**config.mk**
```make
export PLATFORM = sky130hd
export DESIGN_NAME = rx_dequeue_gen
export DESIGN_NICKNAME = d
export VERILOG_FILES = /design/src/rtl/rx_deq_pkg.sv /design/src/rtl/rx_deq_sat_cnt.sv /design/src/rtl/rx_dequeue_gen.sv
export SDC_FILE = /design/constraint.sdc
export NUM_CORES = 1
export LEC_CHECK = 0
export ABC_CLOCK_PERIOD_IN_PS = 2050
export BUFFER_PORTS_ARGS = -buffer_cell sky130_fd_sc_hd__buf_4
export CAP_MARGIN = 20
export CORE_MARGIN = 2
export CORE_UTILIZATION = 30
export DETAILED_ROUTE_END_ITERATION = 10
export PLACE_DENSITY = 0.59
export SLEW_MARGIN = 10
export SYNTH_ARGS = -nofsm -noshare
export SYNTH_HDL_FRONTEND = slang
export SYNTH_SLANG_ARGS = --single-unit
```
**constraint.sdc**
```tcl
create_clock -name clk_156m25 -period 2.05 [get_ports clk_156m25]
set_input_delay 0.3075 -clock clk_156m25 [delete_from_list [all_inputs] [get_ports clk_156m25]]
set_output_delay 0.3075 -clock clk_156m25 [all_outputs]
set_load 0.02 [all_outputs]
```
**src/rtl/rx_deq_pkg.sv**
```systemverilog
// Package for the RX dequeue block.
// Holds the FIFO status-byte bit positions, the dequeue FSM state type and
// a helper that isolates the byte-modulus field of a status byte.
package rx_deq_pkg;

  // Bit positions inside the 8-bit FIFO head status byte.
  localparam int unsigned STAT_EOP = 7;
  localparam int unsigned STAT_SOP = 6;
  localparam int unsigned STAT_ERR = 5;

  typedef enum logic [1:0] {
    StIdle,
    StInPkt,
    StGap,
    StFlush
  } deq_state_e;

  // Keep only the low mod_w bits of the status byte (the byte modulus).
  function automatic logic [7:0] mod_field(input logic [7:0] status, input int unsigned mod_w);
    logic [7:0] mask;
    mask = 8'((32'd1 << mod_w) - 32'd1);
    return status & mask;
  endfunction

endpackage

```
**src/rtl/rx_deq_sat_cnt.sv**
```systemverilog
// Saturating statistics counter.
// Ports:
//   clk_156m25      core clock
//   reset_156m25_n  async active-low reset, clears the count
//   inc             add one this cycle (ignored once at all-ones)
//   clr             synchronous clear, wins over inc
//   cnt             current count
module rx_deq_sat_cnt #(
  parameter int unsigned CNT_W = 32
) (
  input  logic             clk_156m25,
  input  logic             reset_156m25_n,
  input  logic             inc,
  input  logic             clr,
  output logic [CNT_W-1:0] cnt
);

  logic [CNT_W-1:0] cnt_q, cnt_d;

  always_comb begin
    cnt_d = cnt_q;
    if (clr) begin
      cnt_d = '0;
    end else if (inc && (cnt_q != {CNT_W{1'b1}})) begin
      cnt_d = cnt_q + CNT_W'(1);
    end
  end

  always_ff @(posedge clk_156m25 or negedge reset_156m25_n) begin
    if (!reset_156m25_n) begin
      cnt_q <= '0;
    end else begin
      cnt_q <= cnt_d;
    end
  end

  assign cnt = cnt_q;

endmodule

```
**src/rtl/rx_dequeue_gen.sv**
```systemverilog
// RX dequeue: pops packet words from the show-ahead RX data FIFO and drives
// the registered client packet bus. Enforces an inter-packet gap, recovers from
// underflow / missing SOP / missing EOP by flushing to the next SOP, and keeps
// saturating packet, error and drop counters.
// Ports:
//   clk_156m25, reset_156m25_n        core clock, async active-low reset
//   rxdfifo_rdata/rstatus             FIFO head word and status (EOP/SOP/ERR/mod)
//   rxdfifo_rempty/ralmost_empty      FIFO level flags
//   pkt_rx_ren                        client read request
//   rxdfifo_ren                       FIFO pop, combinational
//   pkt_rx_data/val/sop/eop/err/mod   client packet bus, one cycle after the pop
//   pkt_rx_avail                      registered !rxdfifo_ralmost_empty
//   status_rxdfifo_udflow_tog         toggles once per underflow
//   stat_pkt_cnt/err_cnt/drop_cnt     saturating statistics
module rx_dequeue_gen
  import rx_deq_pkg::*;
#(
  parameter int unsigned DATA_W     = 64,
  parameter int unsigned MOD_W      = $clog2(DATA_W / 8),
  parameter int unsigned GAP_CYCLES = 1,
  parameter int unsigned CNT_W      = 32
) (
  input  logic              clk_156m25,
  input  logic              reset_156m25_n,
  input  logic [DATA_W-1:0] rxdfifo_rdata,
  input  logic [7:0]        rxdfifo_rstatus,
  input  logic              rxdfifo_rempty,
  input  logic              rxdfifo_ralmost_empty,
  input  logic              pkt_rx_ren,
  output logic              rxdfifo_ren,
  output logic [DATA_W-1:0] pkt_rx_data,
  output logic              pkt_rx_val,
  output logic              pkt_rx_sop,
  output logic              pkt_rx_eop,
  output logic              pkt_rx_err,
  output logic [MOD_W-1:0]  pkt_rx_mod,
  output logic              pkt_rx_avail,
  output logic              status_rxdfifo_udflow_tog,
  output logic [CNT_W-1:0]  stat_pkt_cnt,
  output logic [CNT_W-1:0]  stat_err_cnt,
  output logic [CNT_W-1:0]  stat_drop_cnt
);

  localparam logic [3:0] GapLoad = 4'(GAP_CYCLES);
  localparam bit         GapEn   = (GAP_CYCLES > 0);

  deq_state_e state_q, state_d;
  logic [3:0] gap_q, gap_d;
  logic       pkt_err_q, pkt_err_d;   // sticky error for the packet in progress

  logic             head_valid, head_sop, head_eop, head_err;
  logic [7:0]       head_mod_full;
  logic [MOD_W-1:0] head_mod;

  logic             emit_val, emit_sop, emit_eop, emit_err;
  logic [MOD_W-1:0] emit_mod;
  logic             udflow, drop;

  logic [DATA_W-1:0] data_q;
  logic              val_q, sop_q, eop_q, err_q, avail_q, udflow_tog_q;
  logic [MOD_W-1:0]  mod_q;

  assign head_valid    = !rxdfifo_rempty;
  assign head_sop      = rxdfifo_rstatus[STAT_SOP];
  assign head_eop      = rxdfifo_rstatus[STAT_EOP];
  assign head_err      = rxdfifo_rstatus[STAT_ERR];
  assign head_mod_full = mod_field(rxdfifo_rstatus, MOD_W);
  assign head_mod      = head_mod_full[MOD_W-1:0];

  // Status bits between the mod field and ERR are reserved.
  logic unused_status;
  assign unused_status = ^{head_mod_full, rxdfifo_rstatus};

  always_comb begin
    state_d     = state_q;
    gap_d       = gap_q;
    pkt_err_d   = pkt_err_q;
    rxdfifo_ren = 1'b0;
    emit_val    = 1'b0;
    emit_sop    = 1'b0;
    emit_eop    = 1'b0;
    emit_err    = 1'b0;
    emit_mod    = '0;
    udflow      = 1'b0;
    drop        = 1'b0;

    unique case (state_q)
      StIdle: begin
        if (pkt_rx_ren && head_valid) begin
          if (head_sop) begin
            rxdfifo_ren = 1'b1;
            emit_val    = 1'b1;
            emit_sop    = 1'b1;
            emit_err    = head_err;
            pkt_err_d   = head_err;
            if (head_eop) begin
              emit_eop  = 1'b1;
              emit_mod  = head_mod;
              pkt_err_d = 1'b0;
              if (GapEn) begin
                state_d = StGap;
                gap_d   = GapLoad;
              end else begin
                state_d = StIdle;
              end
            end else begin
              state_d = StInPkt;
            end
          end else begin
            // Stray mid-packet word at the head: resynchronise on next SOP.
            state_d = StFlush;
          end
        end
      end

      StInPkt: begin
        if (pkt_rx_ren) begin
          if (!head_valid) begin
            // Underflow: close the packet with an errored EOP, data held.
            emit_val  = 1'b1;
            emit_eop  = 1'b1;
            emit_err  = 1'b1;
            udflow    = 1'b1;
            pkt_err_d = 1'b0;
            state_d   = StFlush;
          end else if (head_sop) begin
            // Next packet started before our EOP: synthesise an errored EOP
            // and leave the SOP word in the FIFO for IDLE to pick up.
            emit_val  = 1'b1;
            emit_eop  = 1'b1;
            emit_err  = 1'b1;
            pkt_err_d = 1'b0;
            state_d   = StIdle;
          end else begin
            rxdfifo_ren = 1'b1;
            emit_val    = 1'b1;
            emit_err    = pkt_err_q | head_err;
            pkt_err_d   = pkt_err_q | head_err;
            if (head_eop) begin
              emit_eop  = 1'b1;
              emit_mod  = head_mod;
              pkt_err_d = 1'b0;
              if (GapEn) begin
                state_d = StGap;
                gap_d   = GapLoad;
              end else begin
                state_d = StIdle;
              end
            end
          end
        end
      end

      StGap: begin
        // Only cycles the client actually asks for count toward the gap.
        if (pkt_rx_ren) begin
          if (gap_q <= 4'd1) begin
            gap_d   = 4'd0;
            state_d = StIdle;
          end else begin
            gap_d = gap_q - 4'd1;
          end
        end
      end

      StFlush: begin
        if (head_valid) begin
          if (head_sop) begin
            state_d = StIdle;
          end else begin
            rxdfifo_ren = 1'b1;
            drop        = 1'b1;
          end
        end
      end

      default: begin
        state_d = StIdle;
      end
    endcase
  end

  always_ff @(posedge clk_156m25 or negedge reset_156m25_n) begin
    if (!reset_156m25_n) begin
      state_q      <= StIdle;
      gap_q        <= 4'd0;
      pkt_err_q    <= 1'b0;
      data_q       <= '0;
      val_q        <= 1'b0;
      sop_q        <= 1'b0;
      eop_q        <= 1'b0;
      err_q        <= 1'b0;
      mod_q        <= '0;
      avail_q      <= 1'b0;
      udflow_tog_q <= 1'b0;
    end else begin
      state_q      <= state_d;
      gap_q        <= gap_d;
      pkt_err_q    <= pkt_err_d;
      val_q        <= emit_val;
      sop_q        <= emit_sop;
      eop_q        <= emit_eop;
      err_q        <= emit_err;
      mod_q        <= emit_mod;
      avail_q      <= !rxdfifo_ralmost_empty;
      udflow_tog_q <= udflow_tog_q ^ udflow;
      if (rxdfifo_ren) begin
        data_q <= rxdfifo_rdata;
      end
    end
  end

  assign pkt_rx_data               = data_q;
  assign pkt_rx_val                = val_q;
  assign pkt_rx_sop                = sop_q;
  assign pkt_rx_eop                = eop_q;
  assign pkt_rx_err                = err_q;
  assign pkt_rx_mod                = mod_q;
  assign pkt_rx_avail              = avail_q;
  assign status_rxdfifo_udflow_tog = udflow_tog_q;

  // Counters advance on the same edge that registers the EOP/drop.
  rx_deq_sat_cnt #(
    .CNT_W (CNT_W)
  ) u_pkt_cnt (
    .clk_156m25     (clk_156m25),
    .reset_156m25_n (reset_156m25_n),
    .inc            (emit_eop),
    .clr            (1'b0),
    .cnt            (stat_pkt_cnt)
  );

  rx_deq_sat_cnt #(
    .CNT_W (CNT_W)
  ) u_err_cnt (
    .clk_156m25     (clk_156m25),
    .reset_156m25_n (reset_156m25_n),
    .inc            (emit_eop & emit_err),
    .clr            (1'b0),
    .cnt            (stat_err_cnt)
  );

  rx_deq_sat_cnt #(
    .CNT_W (CNT_W)
  ) u_drop_cnt (
    .clk_156m25     (clk_156m25),
    .reset_156m25_n (reset_156m25_n),
    .inc            (drop),
    .clr            (1'b0),
    .cnt            (stat_drop_cnt)
  );

endmodule
```
==> summary.md <==
| Metric | Value |
|---|---|
| Post-route ant nets | `0` |
| Unrepaired setup endpoints after global routing | `yes` |
| YS warnings | `0` |
| Placement row count | `59` |
| Final setup viols | `0` |
| Die H | `166 um` |
| Most common cell in the netlist | `dfrtp_1` |
| Initial DRC count | `286` |
| Setup Skew | `0.00944 ns` |
| Register area share after synthesis | `56.1%` |
| Root buffer cell | `clkbuf_16` |
| Antenna violations before repair | `0` |
| Leak | `0.00534 uW` |
| Antenna cells | `0` |
| Pin count of the biggest net entering global routing | `53` |
| Layout cell share with drive strength beyond 1 | `44.1%` |
| Tot Pwr | `12800 uW` |
| Outcome | `finished clean` |
| Register area | `4420 um^2` |
| Vias/cell | `4.71` |
| Hold Vio Cnt, Final | `0` |
| Max-slew violation count | `0` |
| First-pass GRT wire length | `33.4 mm` |
| Max IR drop VDD | `0.000683 V` |
| DRC | `0` |
| Finished Core Util | `between 40% and 50%` |
| Via Count | `6313` |
| CTS tree | `built` |
| Die width | `166 um` |
| Area contributors post-synth | `dfrtp_1 56%, xnor2_1 8.8%, mux2_1 5.0%, mux2_2 4.9%, nand4_1 3.1%` |
| Setup crit start kind | `flop` |
| Core area | `25900 um^2` |
| Die ar. | `27500 um^2` |
| Area added between synthesis and finish | `47.3%` |
| Max-cap violations | `0` |
| FMAX | `~0.51 GHz` |
| Final Non-Filler Cells | `1340` |
| Final wirelength | `19.8 mm` |
| IO Pins | `247` |
| Final period demand of the worst path | `1.97 ns` |
| Final period util | `95.9%` |
| Crit path kind | `reg -> reg` |
| Vias in the first global route | `6420` |
| Worst setup EP type | `flop` |
| Synth cell count leaders | `176 x dfrtp_1, 79 x xnor2_1, 48 x nand3_1, 42 x nand2_1, 39 x nand4_1` |
| Worst EP required | `2.36 ns` |
| Synth cell types | `52` |
| Post-synth EDFFs | `0` |
| Rel. slew slack | `between 50% and 60%` |
| Drt first pass iters | `5` |
| GRT Total Usage | `between 10% and 20%` |
| Synth top area share | `56.1%` |
| Sink Count | `176` |
| Min-Delay Path Class | `in -> reg` |
| Wire length per cell | `14.8 um` |
| Fin nets | `roughly 1100` |
| Yosys top cell by area | `dfrtp_1` |
| Dpl cells | `1298` |
| Syn_nets | `737` |
| Cts bufs inserted | `17` |
| Clk_lat worst skew | `0.42 ns` |
| Clk buf depth | `2` |
| Syn Area/Cell | `12.0 um^2` |
| GRT overflow | `0` |
| Post-synthesis cell area | `7850 um^2` |
| Reg clk slew, reported paths | `0.07 ns` |
| DP Wirelength | `14.6 mm` |
| Cells after synthesis | `~660` |
| Async S/R FF share, synth | `100%` |
| Starting Density | `30.3%` |
| Fill count | `around 2500` |
| PortBufs | `~240` |
| Synth Flop Type | `dfrtp_1` |
| Pwr/cell area | `1110 nW/um^2` |
| Multi-input logic area | `3420 um^2` |
| Routability congestion estimate | `0.785` |
| Worst slew pin tran | `0.606 ns` |
| Yosys reg bits | `176` |
| Crit path arrival time | `2.28 ns` |
| H-tree depth | `4` |
| Critical path fanouts, max | `7` |
==> metal layers <==
layer  up-vias  GRT usage (%)  share of wire (%)
li1       3025              -                  -
met2       171           23.8                 48
met3        21           3.29                4.3
met1      3096           19.7                 46
met5         -              0                  0
met4         0           4.84                1.6
==> path summary, 6_finish.rpt <==
check / from / cells past startpoint / end / slack, ns
setup / recovery: state_q[0]$_DFFE_PN0P_ / 6 / u_drop_cnt.cnt[31]$_DFFE_PN0P_ / 0.08
max in group asynchronous: reset_156m25_n / 3 / pkt_rx_data[38]$_DFFE_PN0P_ / 1.02
hold reg to reg: pkt_rx_data[48]$_DFFE_PN0P_ / 1 / pkt_rx_data[48]$_DFFE_PN0P_ / 0.49
setup reg to reg: state_q[0]$_DFFE_PN0P_ / 6 / u_drop_cnt.cnt[31]$_DFFE_PN0P_ / 0.08
hold / removal: rxdfifo_rdata[48] / 2 / pkt_rx_data[48]$_DFFE_PN0P_ / 0.09
min in group asynchronous: reset_156m25_n / 2 / u_pkt_cnt.cnt[6]$_DFFE_PN0P_ / 0.37
==> area by class of cell <==
class                      count  area share [%]
clock buffer                  18            3.80
tap                          335            3.63
timing repair buffer         336            22.6
inverter                      14           0.454
sequential                   176            38.2
multi-input combinational    447            29.6
clock inverter                14            1.64
==> power breakdown <==
part	switching [uW]	leakage (uW)	internal [uW]
logic	2300	0.00279	2220
registers	506	0.00225	4320
clock network	1560	0.000309	1910
==> metrics by stage <==
step	instance area [um^2]	setup slack, ns	setup TNS (ns)	hold WS (ns)
floorplan	7890	-0.00270	-0.00270	0.0119
global placement	10800	-0.148	-1.16	0.263
detailed placement	10800	-0.168	-1.72	0.267
CTS	11500	0.00265	0	0.0674
global route	11600	-0.0404	-0.119	0.0627
finish	11600	0.0841	0	0.0926
==> worst max-delay path, cell delays in order (launching register included) <==
cell,delay [ns]
dfrtp_1,0.36
nand4bb_1,0.24
or3_4,0.48
a2111oi_4,0.32
buf_4,0.20
nand4_1,0.12
xnor2_1,0.13
==> logic make-up after synthesis <==
kind of cell / count (synthesis) / synth area share [%]
and+or+nand+nor: 237 / 17.0
adders and majority gates: 5 / 0.797
xor gates and xnor gates: 87 / 9.71
buffers and inverters: 32 / 1.78
DFF: 176 / 56.1
muxes: 71 / 10.2
AOI/OAI and AO/OA: 47 / 4.48
==> sequential cells by signal, indices dropped and copies added (netlist names) <==
| signal | cells |
|---|---|
| pkt_rx_data | 64 |
| u_drop_cnt.cnt | 32 |
| u_err_cnt.cnt | 32 |
| u_pkt_cnt.cnt | 32 |
| gap_q | 4 |
| pkt_rx_mod | 3 |
| state_q | 2 |
| pkt_err_q | 1 |
| pkt_rx_avail | 1 |
| pkt_rx_eop | 1 |
| pkt_rx_err | 1 |
| pkt_rx_sop | 1 |
| pkt_rx_val | 1 |
| status_rxdfifo_udflow_tog | 1 |
==> repair_timing <==
action | 4_1_cts | 5_1_grt
endpoints found under the hold margin | 36 | 0
resized for setup | 6 | 14
hold buffers | 2 | 0
setup endpoints to repair | 2 | 33
pin swaps | 2 | 5
buffers inserted | 6 | 2
==> placed cells by master (no fill, tap or decap), types with 14 or more instances in the layout <==
master and n:
buf_4 324, dfrtp_1 163, xnor2_1 79, nand3_1 44, nand2_1 41, nand4_1 39
mux2_1 35, mux2_2 34, nor2_1 21, and3_1 18, clkbuf_16 17, inv_1 14
Note: power is estimated with default switching activity, not from simulation.
